--- src/rtl/if_stage_pkg.sv ---
// Shared types for the instruction fetch stage: decode-facing output record,
// fetch-queue entry, FSM state encoding and the canonical NOP.
package if_stage_pkg;

  localparam int          PC_W     = 32;
  localparam logic [31:0] NOP_INST = 32'h0000_0013;

  typedef struct packed {
    logic [31:0]     inst;
    logic [PC_W-1:0] pc;
    logic [PC_W-1:0] pc4;
  } if_stage_out_t;

  typedef struct packed {
    logic [31:0]     inst;
    logic [PC_W-1:0] pc;
  } fq_entry_t;

  typedef enum logic [0:0] {
    ST_RESET = 1'b0,
    ST_FETCH = 1'b1
  } fetch_state_t;

  // Redirect targets are word addresses; the low two bits carry no meaning.
  function automatic logic [PC_W-1:0] word_align(input logic [PC_W-1:0] a);
    return {a[PC_W-1:2], 2'b00};
  endfunction

endpackage

--- src/rtl/if_stage_if.sv ---
// Instruction-memory channel between the fetch stage (master) and memory (slave).
// A request transfers on a cycle where req_valid && req_ready; req_addr must not
// change while req_valid is waiting for req_ready. rsp_valid returns one word per
// accepted request, strictly in order, at least one cycle after acceptance.
interface if_stage_if #(
  parameter int DATA_WIDTH = 32
);
  logic                  req_valid;
  logic                  req_ready;
  logic [DATA_WIDTH-1:0] req_addr;
  logic                  rsp_valid;
  logic [31:0]           rsp_data;

  modport master (
    output req_valid,
    output req_addr,
    input  req_ready,
    input  rsp_valid,
    input  rsp_data
  );

  modport slave (
    input  req_valid,
    input  req_addr,
    output req_ready,
    output rsp_valid,
    output rsp_data
  );
endinterface

--- src/rtl/if_stage_fetch_queue.sv ---
// Small synchronous FIFO of fetched {inst, pc} pairs feeding decode.
// Clear wins over push; pop and push may happen in the same cycle, even when full.
module if_stage_fetch_queue
  import if_stage_pkg::*;
#(
  parameter int              DEPTH    = 2,
  parameter logic [PC_W-1:0] RESET_PC = '0,
  localparam int             CW       = $clog2(DEPTH + 1),
  localparam int             AW       = (DEPTH > 1) ? $clog2(DEPTH) : 1
) (
  input  logic          clk,
  input  logic          rst,
  input  logic          clear,
  input  logic          push,
  input  fq_entry_t     push_data,
  input  logic          pop,
  output fq_entry_t     head,
  output logic [CW-1:0] count,
  output logic          empty
);

  fq_entry_t     mem [DEPTH];
  logic [AW-1:0] rd_ptr;
  logic [AW-1:0] wr_ptr;
  logic          full;
  logic          do_push;
  logic          do_pop;

  function automatic logic [AW-1:0] ptr_inc(input logic [AW-1:0] p);
    return (p == AW'(DEPTH - 1)) ? '0 : p + AW'(1);
  endfunction

  assign empty   = (count == '0);
  assign full    = (count == CW'(DEPTH));
  assign do_pop  = pop && !empty && !clear;
  assign do_push = push && !clear && (!full || do_pop);
  assign head    = mem[rd_ptr];

  always_ff @(posedge clk) begin
    if (rst || clear) begin
      rd_ptr <= '0;
      wr_ptr <= '0;
      count  <= '0;
    end else begin
      if (do_push) wr_ptr <= ptr_inc(wr_ptr);
      if (do_pop)  rd_ptr <= ptr_inc(rd_ptr);
      count <= count + CW'(do_push) - CW'(do_pop);
    end
  end

  // Storage is reset so an empty queue still presents a defined head record.
  always_ff @(posedge clk) begin
    if (rst) begin
      for (int i = 0; i < DEPTH; i++) begin
        mem[i] <= '{inst: NOP_INST, pc: RESET_PC};
      end
    end else if (do_push) begin
      mem[wr_ptr] <= push_data;
    end
  end

endmodule

--- src/rtl/if_stage.sv ---
// Instruction fetch stage: owns the PC, issues credit-limited word fetches,
// buffers responses for decode and discards responses made stale by a redirect.
module if_stage
  import if_stage_pkg::*;
#(
  parameter int                    DATA_WIDTH = PC_W,
  parameter logic [DATA_WIDTH-1:0] RESET_PC   = '0,
  parameter int                    FQ_DEPTH   = 2
) (
  input  logic                  clk,
  input  logic                  rst,
  if_stage_if.master            imem,
  input  logic                  redirect_valid,
  input  logic [DATA_WIDTH-1:0] redirect_pc,
  input  logic                  stall,
  output if_stage_out_t         if_stage_out,
  output logic                  if_valid,
  output fetch_state_t          dbg_state
);

  localparam int CW = $clog2(FQ_DEPTH + 1);

  fetch_state_t          state;
  fetch_state_t          state_nxt;
  logic [DATA_WIDTH-1:0] pc;
  logic [DATA_WIDTH-1:0] rsp_pc;
  logic [CW-1:0]         pending;
  logic [CW-1:0]         drop;
  logic [CW-1:0]         fq_count;
  logic [CW:0]           in_use;
  logic                  fq_empty;
  fq_entry_t             fq_head;
  fq_entry_t             fq_push_data;
  logic                  credit_ok;
  logic                  pop;
  logic                  req_fire;
  logic                  rsp_fire;
  logic                  fq_push;

  // Credits cover both queued and in-flight words, so a push can never overflow.
  assign pop       = if_valid && !stall;
  assign in_use    = {1'b0, pending} + {1'b0, fq_count} - (CW + 1)'(pop);
  assign credit_ok = (in_use < (CW + 1)'(FQ_DEPTH));

  assign imem.req_addr = pc;
  assign req_fire      = imem.req_valid && imem.req_ready;
  assign rsp_fire      = imem.rsp_valid && (pending != '0);
  assign fq_push       = rsp_fire && !redirect_valid && (drop == '0);
  assign fq_push_data  = '{inst: imem.rsp_data, pc: rsp_pc};

  assign if_valid  = !fq_empty && !redirect_valid;
  assign dbg_state = state;

  always_ff @(posedge clk) begin
    if (rst) state <= ST_RESET;
    else     state <= state_nxt;
  end

  always_comb begin
    state_nxt      = state;
    imem.req_valid = 1'b0;
    unique case (state)
      ST_RESET: state_nxt = ST_FETCH;
      ST_FETCH: imem.req_valid = !redirect_valid && credit_ok;
      default:  state_nxt = ST_RESET;
    endcase
  end

  // rsp_pc tracks the address of the next response that will actually be kept;
  // since requests are issued sequentially it only needs to step by 4 per push.
  always_ff @(posedge clk) begin
    if (rst) begin
      pc      <= RESET_PC;
      rsp_pc  <= RESET_PC;
      pending <= '0;
      drop    <= '0;
    end else begin
      pending <= pending + CW'(req_fire) - CW'(rsp_fire);
      if (redirect_valid) begin
        pc     <= word_align(redirect_pc);
        rsp_pc <= word_align(redirect_pc);
        // Every outstanding request is now stale; one may be retiring this cycle.
        drop   <= pending - CW'(rsp_fire);
      end else begin
        if (req_fire) pc <= pc + DATA_WIDTH'(4);
        if (fq_push)  rsp_pc <= rsp_pc + DATA_WIDTH'(4);
        if (rsp_fire && (drop != '0)) drop <= drop - CW'(1);
      end
    end
  end

  if_stage_fetch_queue #(
    .DEPTH    (FQ_DEPTH),
    .RESET_PC (RESET_PC)
  ) u_fetch_queue (
    .clk       (clk),
    .rst       (rst),
    .clear     (redirect_valid),
    .push      (fq_push),
    .push_data (fq_push_data),
    .pop       (pop),
    .head      (fq_head),
    .count     (fq_count),
    .empty     (fq_empty)
  );

  always_comb begin
    if_stage_out.pc   = fq_head.pc;
    if_stage_out.pc4  = fq_head.pc + PC_W'(4);
    if_stage_out.inst = if_valid ? fq_head.inst : NOP_INST;
  end

  rsp_without_request: assert property (
    @(posedge clk) disable iff (rst) !(imem.rsp_valid && (pending == '0))
  );

endmodule
--- src/flat_wrapper.sv ---
// flat-port wrapper written by rule: the top's interface ports become plain ports
module if_stage_flat import if_stage_pkg::*;
#(
  parameter int                    DATA_WIDTH = PC_W,
  parameter logic [DATA_WIDTH-1:0] RESET_PC   = '0,
  parameter int                    FQ_DEPTH   = 2
)
  (clk, rst, redirect_valid, redirect_pc, stall, if_stage_out, if_valid, dbg_state, imem_req_valid, imem_req_addr, imem_req_ready, imem_rsp_valid, imem_rsp_data);
  if_stage_if #(.DATA_WIDTH(DATA_WIDTH)) imem_i ();
  input  logic clk;
  input  logic rst;
  input  logic redirect_valid;
  input  logic [DATA_WIDTH-1:0] redirect_pc;
  input  logic stall;
  output if_stage_out_t if_stage_out;
  output logic if_valid;
  output fetch_state_t dbg_state;
  output wire logic [$bits(imem_i.req_valid)-1:0] imem_req_valid;
  output wire logic [$bits(imem_i.req_addr)-1:0] imem_req_addr;
  input wire logic [$bits(imem_i.req_ready)-1:0] imem_req_ready;
  input wire logic [$bits(imem_i.rsp_valid)-1:0] imem_rsp_valid;
  input wire logic [$bits(imem_i.rsp_data)-1:0] imem_rsp_data;
  assign imem_req_valid = imem_i.req_valid;
  assign imem_req_addr = imem_i.req_addr;
  assign imem_i.req_ready = imem_req_ready;
  assign imem_i.rsp_valid = imem_rsp_valid;
  assign imem_i.rsp_data = imem_rsp_data;
  if_stage #(.DATA_WIDTH(DATA_WIDTH), .RESET_PC(RESET_PC), .FQ_DEPTH(FQ_DEPTH)) u_core (.clk(clk), .rst(rst), .imem(imem_i), .redirect_valid(redirect_valid), .redirect_pc(redirect_pc), .stall(stall), .if_stage_out(if_stage_out), .if_valid(if_valid), .dbg_state(dbg_state));
endmodule
--- config.mk ---
export PLATFORM = sky130hd
export DESIGN_NAME = if_stage_flat
export DESIGN_NICKNAME = d
export VERILOG_FILES = /design/src/rtl/if_stage_pkg.sv /design/src/rtl/if_stage_if.sv /design/src/rtl/if_stage_fetch_queue.sv /design/src/rtl/if_stage.sv /design/src/flat_wrapper.sv
export SDC_FILE = /design/constraint.sdc
export NUM_CORES = 1
export LEC_CHECK = 0
export CAP_MARGIN = 20
export CORE_ASPECT_RATIO = 1.2
export CORE_MARGIN = 5
export CORE_UTILIZATION = 40
export CTS_CLUSTER_DIAMETER = 200
export DETAILED_ROUTE_END_ITERATION = 8
export PLACE_DENSITY = 0.63
export SKIP_CTS_REPAIR_TIMING = 1
export SYNTH_ARGS = -nofsm -noshare
export SYNTH_HDL_FRONTEND = slang
export SYNTH_SLANG_ARGS = --single-unit
export TNS_END_PERCENT = 1
--- constraint.sdc ---
create_clock -name clk -period 12.7 [get_ports clk]
set_input_delay 1.27 -clock clk [delete_from_list [all_inputs] [get_ports clk]]
set_output_delay 1.27 -clock clk [all_outputs]
set_load 0.02 [all_outputs]
After elaboration in Yosys (flattened, before gate mapping)
Memories as Yosys holds them, arrays and structs flattened. A register that Yosys moved wholly into a read port is not among the register bits.
Index checks and enable logic that the tools add are counted.
{"block": "totals", "reg_bits": 73, "latch_bits": 0, "ram_bits": 128, "romBits": 0, "in_bits": 70, "out_inout_bits": 131, "word_cells": 74, "memories": 1}
{"block": "classes", "n_addsub": 13, "multipliers": 0, "div": 0, "n_lt_le_gt_ge": 1, "n_eq_ne": 1, "shifts": 0, "n_mux": 21, "bitwise_logic": 0, "reduce_logical": 27}
{"name": "u_core.u_fetch_queue.mem", "words": 2, "word_bits": 64, "read_ports": 1, "rd_clocked_by_memory_dff": 1, "write_ports": 2, "line_no": "if_stage_fetch_queue.sv:22", "rtl": "fq_entry_t mem [DEPTH];"}
{"cell": "$mux 32", "n": 5}
{"cell": "$add 32x3->32 const B", "n": 3}
{"cell": "$mux 64", "n": 1}
{"cell": "$reduce_or 64->1", "n": 1}
{"cell": "$mux 1", "n": 13}
{"cell": "$logic_and 1x1->1", "n": 12}
{"cell": "$reduce_bool 2->1", "n": 5}
{"cell": "$sub 2x1->2", "n": 3}
{"cell": "$add 2x1->2", "n": 2}
{"cell": "$logic_not 1->1", "n": 4}
{"cell": "$logic_not 2->1", "n": 2}
{"cell": "$mux 2", "n": 2}
{"cell": "$add 2x2->3", "n": 1}
{"cell": "$lt 3x2->1 const B", "n": 1}
{"cell": "$sub 3x1->3", "n": 1}
{"cell": "$add 1x1->1 const B", "n": 2}
{"cell": "$eq 2x2->1 const B", "n": 1}
{"cell": "$logic_or 1x1->1", "n": 2}
{"cell": "$reduce_or 2->1", "n": 1}
{"cell": "$sub 2x1->2 const B", "n": 1}

Depth between registers and ports, before layout
Gate-level depths: netlist of run 1.
{"block": "logic_depth", "depth_word": 13, "ltp_mapped": 13, "depth_no_buf": 12}

Cells and area by module
From an unflattened synthesis of run 1, not the netlist that was laid out.
{"block": "hier_totals", "cells_unflattened": 1028, "hier_area_um2": 10635.2}
{"module": "if_stage_fetch_queue", "n_inst": 1, "cells_each": 450, "area_each_um2": 6197.2}
{"module": "if_stage", "n_inst": 1, "cells_each": 578, "area_each_um2": 4438.0}

Least setup slack after synthesis of run 1
No wires, ideal clock.
{"block": "synth_timing", "path_type": "input-to-reg", "startpoint": "in imem_rsp_valid", "endpoint": "mem u_core.u_fetch_queue.mem[0][10] (netlist name), enable pin", "setup_time_ns": 0.568, "t_arrival_ns": 6.021, "setup_slack_ns": 6.112, "stages": 3, "n_path_buf": 0, "path_cell_list": "o211a_2 nand3_2 o21ai_0"}
{"element": "start: declaration", "line_no": "flat_wrapper.sv:21", "rtl": "input wire logic [$bits(imem_i.rsp_valid)-1:0] imem_rsp_valid;"}
{"element": "end: declaration", "line_no": "if_stage_fetch_queue.sv:22"}

Worst setup path in the final report of run 1
{"block": "layout_timing", "startpoint": "in redirect_valid", "endpoint": "out imem_req_valid"}
{"block": "layout_between", "elab_chain_cells": 7}
{"element": "start: declaration", "line_no": "flat_wrapper.sv:12", "rtl": "input logic redirect_valid;"}
{"element": "$logic_not 1->1 *", "line_no": "if_stage.sv:51, if_stage.sv:64"}
{"element": "$logic_and 1x1->1", "line_no": "if_stage.sv:51", "rtl": "assign if_valid = !fq_empty && !redirect_valid;"}
{"element": "$logic_and 1x1->1", "line_no": "if_stage.sv:41", "rtl": "assign pop = if_valid && !stall;"}
{"element": "$sub 3x1->3", "line_no": "if_stage.sv:42", "rtl": "assign in_use = {1'b0, pending} + {1'b0, fq_count} - (CW + 1)'(pop);"}
{"element": "$lt 3x2->1", "line_no": "if_stage.sv:43", "rtl": "assign credit_ok = (in_use < (CW + 1)'(FQ_DEPTH));"}
{"element": "$logic_and 1x1->1 *", "line_no": "if_stage.sv:64", "rtl": "ST_FETCH: imem.req_valid = !redirect_valid && credit_ok;"}
{"element": "$mux 1 *", "line_no": "if_stage.sv:62", "rtl": "unique case (state)"}
{"element": "end: declaration", "line_no": "flat_wrapper.sv:18", "rtl": "output wire logic [$bits(imem_i.req_valid)-1:0] imem_req_valid;"}
Every way passes the cells marked *; elsewhere a longest branch is shown, timed or not.

==> metrics, run 1 <==
run status=finished, final reports clean; drt first pass iters=4; Worst Skew=0.0125 ns; top_reg_cell synth=edfxtp_1; ratio of cells with drive above 1 in the final layout=0.0765; largest family of logic cells by synthesized area=simple AND/OR/NAND/NOR gates; grt ovf=0; critical path required time=around 11 ns; CTS buffer count=17; clock-pin slew on the worst setup and hold paths=around 0.070 ns; Distinct cells, synth=75; Final setup viols=0; Mapped Cells=972; Tot Pwr=1.51 mW; post-synthesis mux area share=0.0641; Period Utilization, post-route=0.492; syn_area_per_cell=around 10 sq um; Layout Nets=1219; initial antenna violation count=0; mapped cell area=10200 sq um; Final Hold Fails=0; antenna cells=0; Fmax=approximately 0.16 GHz; vias in the first global route=7692; #FFs+latches synth=just under 200; die area=28700 sq um; PD cells=117 nW/um^2; max_cap viols=0; first-pass GRT wire length=41.1 mm; core footprint=between 20000 and 30000 sq um; R2R Setup Slk=approximately 8.5 ns; DR vias=7735; 1st-iter DRT viols=425; largest net degree at the start of global routing=77; fraction of registers with async set/reset=0; leakage=4.45 nW; Setup CP Type=in2out; Ports=approximately 200; Routed Antenna Nets=0; Clock Latency Late Sink=0.43 ns; HP Class=reg2reg; xor/xnor share of the synthesized area=0.0551; simple-gate share of the synthesized area=0.234; CP Launch Type=primary input; H-tree lvl count=4; Max Root-Sink Buffers=2; placer's final routability congestion estimate=0.834; Ys Warns=0; CTS tree=built; Clock Sink Count=194; WL final=between 20 and 30 mm; Avg WL per Cell=17.5 um; Die H=185 um; Post-DP HPWL=17.7 mm; Post-synth EDFFs=between 100 and 150; Worst Tran Pin Value=1.01 ns; worst-path fanout max=42; Initial Util=0.402; setup TNS=0 ns; Tot GR Track Use=0.179; final worst path period need=6.25 ns; Via density=between 5 and 6; Port Buffers=192; FILL cells=2331; Max-slew headroom=0.324; Synth Area in Adders=0.0143; Setup crit end kind=output port; drt drc=0; RSZ-0062 raised after global routing=no; max-slew violations=0; Max VDD drop=0.0881 mV; Rows=64; synthesis-to-finish area growth=26.5%; DIE WIDTH=156 um; sequential-to-total area share from yosys stat=0.504; crit path DAT=4.98 ns; Clock Tree Root=clkbuf_16; post-synthesis compound-gate area fraction=0.0856
[synthesized netlist by cell type, drive strengths merged (17+ instances only)]
library cell / number / area share
nor3: 19 / 0.011
edfxtp: 124 / 0.37
nand3: 33 / 0.019
and2: 125 / 0.077
a21oi: 30 / 0.015
nand2: 68 / 0.025
buf: 22 / 0.015
inv: 29 / 0.011
clkbuf: 37 / 0.017
xor2: 33 / 0.028
nand4: 27 / 0.019
dfxtp: 70 / 0.14
a211oi: 17 / 0.013
mux2i: 46 / 0.045
mux2: 17 / 0.019
xnor2: 31 / 0.027
nor2: 75 / 0.028
[final cells by class]
cell class | count | area [sq um] | area share
Sequential cell | 194 | 5130 | 0.399
Multi-Input combinational cell | 694 | 4650 | 0.362
Timing Repair Buffer | 201 | 1980 | 0.154
Clock buffer | 17 | 425 | 0.0331
Tap cell | 330 | 413 | 0.0321
Clock inverter | 15 | 145 | 0.0113
Inverter | 30 | 113 | 0.00875
[worst max-delay path: stages]
cell and delay [ns]:
clkdlybuf4s50_1 0.45, buf_4 0.41, inv_2 0.07, o21ai_2 0.06, buf_4 0.37, nor2_1 0.15
ha_1 0.29, nand2b_1 0.15, fa_1 0.38, xor2_1 0.26, nand3_1 0.28, nor2_1 0.17
clkdlybuf4s50_1 0.63
[power by group]
group / switching, mW / leakage [nW] / internal (mW)
clock network: 0.250 / 0.269 / 0.276
registers: 0.0321 / 1.84 / 0.711
logic: 0.133 / 2.34 / 0.106
[state kept, by name, indices dropped and copies added, names as in the netlist, named ones only]
register	cells
u_core.imem.req_addr	30
u_core.u_fetch_queue.wr_ptr	1
u_core.u_fetch_queue.rd_ptr	1
u_core.dbg_state	1
u_core.pending	2
u_core.drop	2
u_core.u_fetch_queue.count	2
u_core.rsp_pc	30
u_core.u_fetch_queue.mem	124
[logic make-up after synthesis]
kind of cell               after synthesis
adders and majority gates               11
xor gates and xnor gates                64
DFF                                    194
muxes                                   63
other                                    1
buffers and inverters                   89
and+or+nand+nor                        424
AOI/OAI and AO/OA                      126
[metal layers]
metal	part of all wire	wire length (um)	up-vias	track usage
met5	0	0	-	0
met1	0.45	11600	3686	0.240
met4	0.014	356	0	0.0452
met2	0.48	12400	222	0.296
met3	0.058	1510	23	0.0362
li1	-	-	3804	-
[stage by stage]
step	hold WS, ns	util	worst slack [ns]	std cells	cell area, sq um
final	0.528	0.508	6.45	1481	12900
after global routing	0.570	0.508	6.18	1481	12900
after CTS	0.533	0.508	6.42	1481	12900
after detailed placement	0.521	0.486	6.44	1449	12300
after global placement	0.517	0.486	6.43	1449	12300
after floorplan	0.485	-	6.11	977	10200
[cell usage in the layout (no fill, tap or decap), types with 25 or more instances in the layout]
cell / instances
mux2i_1: 46
nand3_1: 28
a21oi_1: 30
nand4_1: 25
edfxtp_1: 124
dfxtp_1: 69
xor2_1: 33
and2_1: 123
clkdlybuf4s50_1: 191
xnor2_1: 31
nand2_1: 67
inv_1: 28
nor2_1: 74
[worst paths after layout]
path | from | endpoint | cells past startpoint
worst max register to register | u_core.u_fetch_queue.count[0]$_SDFF_PP0_ | u_core.imem.req_addr[11]$_SDFFE_PP0P_ | 12
worst max-delay path | redirect_valid | imem_req_valid | 13
worst min register to register | u_core.imem.req_addr[3]$_SDFFE_PP0P_ | u_core.imem.req_addr[3]$_SDFFE_PP0P_ | 2
worst min-delay path | u_core.imem.req_addr[3]$_SDFFE_PP0P_ | u_core.imem.req_addr[3]$_SDFFE_PP0P_ | 2
No activity file was read; power rests on OpenSTA's default activity.
==> run 2: changes to the inputs <==
==> constraint.sdc (replaced) <==
create_clock -name clk -period 6.4 [get_ports clk]
set_input_delay 0.64 -clock clk [delete_from_list [all_inputs] [get_ports clk]]
set_output_delay 0.64 -clock clk [all_outputs]
set_load 0.02 [all_outputs]
==> run 2 against run 1 <==
Non-clock buffer count up 1. Worst hold slack gained 0.0064 ns. Via count up 0.48%. Routed wire length rose by 1.1%. Count of clock-buffer cells in the layout stayed put. First-iteration DRC count fell by 15%. Die area unchanged. Global-route usage grew 0.35 points. Critical path type is now reg2out. Critical endpoint is now if_stage_out[30]. Highest routed layer unchanged.
==> metrics, run 2 (same netlist as run 1, synthesis figures left out) <==
Clock Sink Count=194 (unchanged); ratio of cells with drive above 1 in the final layout=0.0781 (+0.00167); max incr delay on CP=0.94 ns (+0.31 ns); Die H=185 um (unchanged); Avg WL per Cell=17.6 um (+1.0%); Clock Tree Root=clkbuf_16; Rows=64 (unchanged); commonest non-fill, non-tap cells in the layout=clkdlybuf4s50_1 (191), edfxtp_1 (124), and2_1 (123); Critical Path Slowest Stage Cell=dfxtp_4; die area=28700 sq um (unchanged); 1st-iter DRT viols=362 (-15%); most flop-heavy register=u_core.u_fetch_queue.mem; CP endpoint=if_stage_out[30]; Tot GR Track Use=0.182 (+0.00351); setup TNS=0 ns (unchanged); Period Utilization, post-route=0.737; grt ovf=0 (unchanged); WL final=26.2 mm (+1.1%); H-tree lvl count=4 (unchanged); largest net degree at the start of global routing=77 (unchanged); Setup CP Type=reg2out; Place WS=1.57 ns (-4.87 ns); WHS=0.534 ns (+0.00637 ns); critical path required time=5.76 ns (-5.67 ns); Max Root-Sink Buffers=2 (unchanged); Worst Tran Pin Value=1.04 ns (+0.0236 ns); Final WS setup=1.69 ns (-4.77 ns); Final Hold Fails=0 (unchanged); Post-DP HPWL=18.1 mm (+2.5%); synthesis-to-finish area growth=26.8%; crit path DAT=4.07 ns (-0.91 ns); CTS buffer count=17 (unchanged); Layout Nets=1220 (+0.082%); R2R Setup Slk=2.34 ns (-6.18 ns); initial antenna violation count=0 (unchanged); Clock Latency Late Sink=0.44 ns (about the same); hold path cells=2 (unchanged); Setup crit end kind=output port; final core occ=0.510 (+0.00143); RR Endpoint=u_core.imem.req_addr[11]$_SDFFE_PP0P_; placer's final routability congestion estimate=0.874 (+4.8%); final worst path period need=4.71 ns; Worst Skew=0.0140 ns (+0.00148 ns); Via density=5.24 (+0.41%); Max-slew headroom=0.306 (-0.0182); Ports=201 (unchanged); Worst R2R Start=u_core.u_fetch_queue.count[1]$_SDFF_PP0_; Initial Util=0.402 (unchanged); first-pass GRT wire length=41.8 mm (+1.6%); CP Depth=9 (-4); PD cells=234 nW/um^2 (+99%); max_cap viols=0 (unchanged); max-slew violations=0 (unchanged); vias in the first global route=7709 (+0.22%); run status=finished, final reports clean; Reg2Reg Depth=12 (unchanged); most common cell after layout, fill and taps aside=clkdlybuf4s50_1; drt drc=0 (unchanged); Port Buffers=192 (unchanged); Fmax=0.212 GHz; RSZ-0062 raised after global routing=no; CP top delay family=flip-flops; Largest register FFs=124 (unchanged); CTS tree=built; DIE WIDTH=156 um (unchanged); worst-path fanout max=59 (+40%); antenna cells=0 (unchanged); HP Class=reg2reg; DR vias=7772 (+0.48%); leakage=4.48 nW (+0.66%); Final setup viols=0 (unchanged); core footprint=25300 sq um (unchanged); Routed Antenna Nets=0 (unchanged); Max VDD drop=0.181 mV (+110%); crit-path cells=mux2i_1 -> inv_1 -> ha_1 -> nand4_1 -> a21oi_1 -> nand3_2 -> nor4b_2 -> xor2_1 -> clkdlybuf4s50_1; Bufs and invs on worst path=2 (-3); drt first pass iters=5 (+1); clock-pin slew on the worst setup and hold paths=0.08 ns (about the same); CP Launch Type=register
run 2: changes by cell type in the layout (fill, tap and decap cells not counted), sizes merged:
cell	before	now
inv	37	38
clkinv	3	7
buf	10	11
clkinvlp	4	0
bufinv	1	0
run 2: area by class of cell:
type                            instances  area (sq um)
Clock buffer                           17           425
Sequential cell                       194          5130
Timing Repair Buffer                  202          1990
Clock inverter                         15           174
Fill cell                            2322         12400
Tap cell                              330           413
Multi-Input combinational cell        694          4650
Inverter                               30           113
run 2: where the power goes:
group / switching [mW] / internal [mW]
Clock: 0.536 / 0.531
Combinational: 0.264 / 0.211
Sequential: 0.0648 / 1.41
run 2: worst reg2reg max path, stage by stage (launching register included):
cell,delay [ns]
dfxtp_1,0.35
o21ai_2,0.13
buf_4,0.35
nor2_1,0.13
ha_1,0.28
nand2b_1,0.15
fa_1,0.47
and4b_1,0.24
nand2_1,0.53
inv_1,0.35
nor2_1,0.62
o21ai_0,0.19
a31oi_1,0.19
run 2: worst min path at each step:
| stage | to | from |
|---|---|---|
| floorplan | u_core.rsp_pc[3]$_SDFFE_PP0P_ | u_core.rsp_pc[3]$_SDFFE_PP0P_ |
| global placement | u_core.imem.req_addr[3]$_SDFFE_PP0P_ | u_core.imem.req_addr[3]$_SDFFE_PP0P_ |
| detailed placement | u_core.imem.req_addr[3]$_SDFFE_PP0P_ | u_core.imem.req_addr[3]$_SDFFE_PP0P_ |
| CTS | u_core.imem.req_addr[3]$_SDFFE_PP0P_ | u_core.imem.req_addr[3]$_SDFFE_PP0P_ |
| global route | u_core.imem.req_addr[3]$_SDFFE_PP0P_ | u_core.imem.req_addr[3]$_SDFFE_PP0P_ |
| finish | u_core.imem.req_addr[3]$_SDFFE_PP0P_ | u_core.imem.req_addr[3]$_SDFFE_PP0P_ |
run 2: layer usage:
layer  vias to the layer above  share of wire  global-route usage
met5                         -              0                   0
met4                         0          0.017              0.0504
met3                        30          0.050              0.0324
met2                       220           0.49               0.302
met1                      3711           0.45               0.246
li1                       3811              -                   -
run 2: metrics by stage:
step | instances | power, mW | instance area, sq um
after floorplan | 977 | 1.77 | 10200
after global placement | 1450 | 1.97 | 12300
after CTS | 1482 | 3.05 | 12900
after detailed placement | 1450 | 1.98 | 12300
final | 1482 | 3.02 | 12900
after global routing | 1482 | 3.15 | 12900
==> run 3: changes to the inputs <==
--- a/config.mk
+++ b/config.mk
@@ -11,7 +11,7 @@
 export CORE_UTILIZATION = 40
 export CTS_CLUSTER_DIAMETER = 200
 export DETAILED_ROUTE_END_ITERATION = 8
-export PLACE_DENSITY = 0.63
+export PLACE_DENSITY = 0.66
 export SKIP_CTS_REPAIR_TIMING = 1
 export SYNTH_ARGS = -nofsm -noshare
 export SYNTH_HDL_FRONTEND = slang
==> constraint.sdc (replaced) <==
create_clock -name clk -period 4.2 [get_ports clk]
set_input_delay 0.42 -clock clk [delete_from_list [all_inputs] [get_ports clk]]
set_output_delay 0.42 -clock clk [all_outputs]
set_load 0.02 [all_outputs]
==> run 3 against run 2 <==
Sequential cell count unchanged. Setup slack worse by 1.3 ns. Final cell count increased by 0.67%. Die area stayed put. Critical path depth decreased by 2. Register-to-register slack got worse by 1.3 ns.
==> metrics, run 3 (same netlist as run 1, synthesis figures left out) <==
DR vias=7866 (+1.2%); leakage=4.55 nW (+1.5%); clock-pin slew on the worst setup and hold paths=0.08 ns (about the same); Final Hold Fails=0 (unchanged); drt drc=0 (unchanged); H-tree lvl count=4 (unchanged); RR Endpoint=u_core.imem.req_addr[17]$_SDFFE_PP0P_; run status=finished, final reports clean; worst-path fanout max=24 (-59%); vias in the first global route=7611 (-1.3%); CP endpoint=if_stage_out[31]; GR peak layer=met2; Final WS setup=0.413 ns (-1.27 ns); setup TNS=0 ns (unchanged); met1 Use GR=0.238 (-0.00745); Worst Tran Pin Value=0.795 ns (-0.242 ns); Initial Util=0.402 (unchanged); final worst path period need=between 3 and 4 ns; Switching Power=1.34 mW (+55%); Largest register FFs=124 (unchanged); Clock Latency Late Sink=0.44 ns (about the same); Reg2Reg Depth=11 (-1); CTS buffer count=17 (unchanged); grt met2 use=0.294 (-0.00849); ratio of cells with drive above 1 in the final layout=0.0861 (+0.00793); CTS tree=built; Layout Cells excl Fill=1492 (+0.67%); Max VDD drop=0.282 mV (+56%); DIE WIDTH=156 um (unchanged); 1st-iter DRT viols=464 (+28%); Routed Antenna Nets=0 (unchanged); first-pass GRT wire length=40.9 mm (-2.0%); Fmax=about 0.26 GHz; synthesis-to-finish area growth=28.0%; Tot GR Track Use=0.179 (-0.00333); R2R Setup Slk=1.02 ns (-1.32 ns); largest net degree at the start of global routing=77 (unchanged); HP Class=reg2reg; RSZ-0062 raised after global routing=no; placer's final routability congestion estimate=0.818 (-6.4%); Port Buffers=192 (unchanged); max_cap viols=0 (unchanged); Gate power share=0.159 (+0.002); Rows=64 (unchanged); PD cells=356 nW/um^2 (+52%); Post-DP HPWL=18.2 mm (+0.52%); Final setup viols=0 (unchanged); max-slew violations=0 (unchanged); Die H=185 um (unchanged); Worst R2R Start=u_core.u_fetch_queue.count[1]$_SDFF_PP0_; initial antenna violation count=1 (+1); drt first pass iters=5 (unchanged); Setup CP Type=reg2out; Max-slew headroom=0.470 (+0.164); core footprint=25300 sq um (unchanged); clock share of power=0.356 (+0.003); Period Utilization, post-route=0.902; commonest non-fill, non-tap cells in the layout=clkdlybuf4s50_1 (191), edfxtp_1 (124), and2_1 (123); Worst Skew=0.0155 ns (+0.00149 ns); Placed Cells incl. Taps=1460 (+0.69%); Layout Nets=1230 (+0.82%); antenna cells=0 (unchanged); Clock Tree Root=clkbuf_16; Seq pwr share=0.484 (-0.005); Place WS=0.451 ns (-1.12 ns); WL final=26.0 mm (-0.63%); P_int=3.31 mW (+54%); FILL cells=2325 (+0.13%); Max Root-Sink Buffers=2 (unchanged); Ports=201 (unchanged); most flop-heavy register=u_core.u_fetch_queue.mem; GR met3 Demand/Resource=0.0355 (+0.00305); grt ovf=0 (unchanged); die area=28700 sq um (unchanged); critical path required time=3.78 ns (-1.98 ns); Avg WL per Cell=17.4 um (-1.3%); CP Launch Type=register; most common cell after layout, fill and taps aside=clkdlybuf4s50_1; Net Sw Frac=0.288 (+0.00144); Setup crit end kind=output port; Via density=5.27 (+0.53%); Clock Sink Count=194 (unchanged); crit path DAT=3.37 ns (-0.70 ns); WHS=0.538 ns (+0.00437 ns)
## run 3: cell count changes in the layout (fill, tap and decap cells not counted), sizes merged
cell	previous run	this run
buf	11	21
## run 3: stage by stage
stage	cell area, sq um	power [mW]	utilization
finish	13000	4.64	0.515
CTS	13000	4.68	0.515
floorplan	10200	2.69	-
global placement	12400	3.02	0.490
global route	13000	4.84	0.515
detailed placement	12400	3.03	0.490
## run 3: layer usage
metal | share of wire | wire length, um
met3 | 0.055 | 1430
met4 | 0.018 | 471
met1 | 0.44 | 11400
met2 | 0.49 | 12600
met5 | 0.00077 | 20
## run 3: layout make-up
class / count / area, sq um / share of cell area
Sequential cell: 194 / 5130 / 0.394
Multi-Input combinational cell: 694 / 4650 / 0.357
Timing Repair Buffer: 212 / 2090 / 0.161
Clock buffer: 17 / 425 / 0.0327
Tap cell: 330 / 413 / 0.0317
Clock inverter: 15 / 194 / 0.0149
Inverter: 30 / 113 / 0.00865
## run 3: critical path, stage by stage (launching register included)
cell and delay (ns):
dfxtp_4 0.51, buf_4 0.30, mux2i_1 0.16, a211oi_2 0.44, nand3_2 0.25, nor4_1 0.48, xor2_1 0.18, clkdlybuf4s50_1 0.61
## run 3: worst min-delay path by stage
stage,depth (start not counted),start,to,slack [ns]
floorplan,2,u_core.rsp_pc[3]$_SDFFE_PP0P_,u_core.rsp_pc[3]$_SDFFE_PP0P_,0.48
global placement,2,u_core.imem.req_addr[3]$_SDFFE_PP0P_,u_core.imem.req_addr[3]$_SDFFE_PP0P_,0.52
detailed placement,2,u_core.imem.req_addr[14]$_SDFFE_PP0P_,u_core.imem.req_addr[14]$_SDFFE_PP0P_,0.52
CTS,2,u_core.imem.req_addr[14]$_SDFFE_PP0P_,u_core.imem.req_addr[14]$_SDFFE_PP0P_,0.54
global route,2,u_core.imem.req_addr[3]$_SDFFE_PP0P_,u_core.imem.req_addr[3]$_SDFFE_PP0P_,0.57
finish,2,u_core.imem.req_addr[14]$_SDFFE_PP0P_,u_core.imem.req_addr[14]$_SDFFE_PP0P_,0.54
## run 3: power groups by stage
stage / logic (mW) / registers (mW) / clock network (mW)
after floorplan: 0.402 / 2.29 / 0
after global placement: 0.736 / 2.28 / 0
after detailed placement: 0.742 / 2.29 / 0
after CTS: 0.747 / 2.25 / 1.69
after global routing: 0.802 / 2.26 / 1.77
final: 0.740 / 2.25 / 1.65
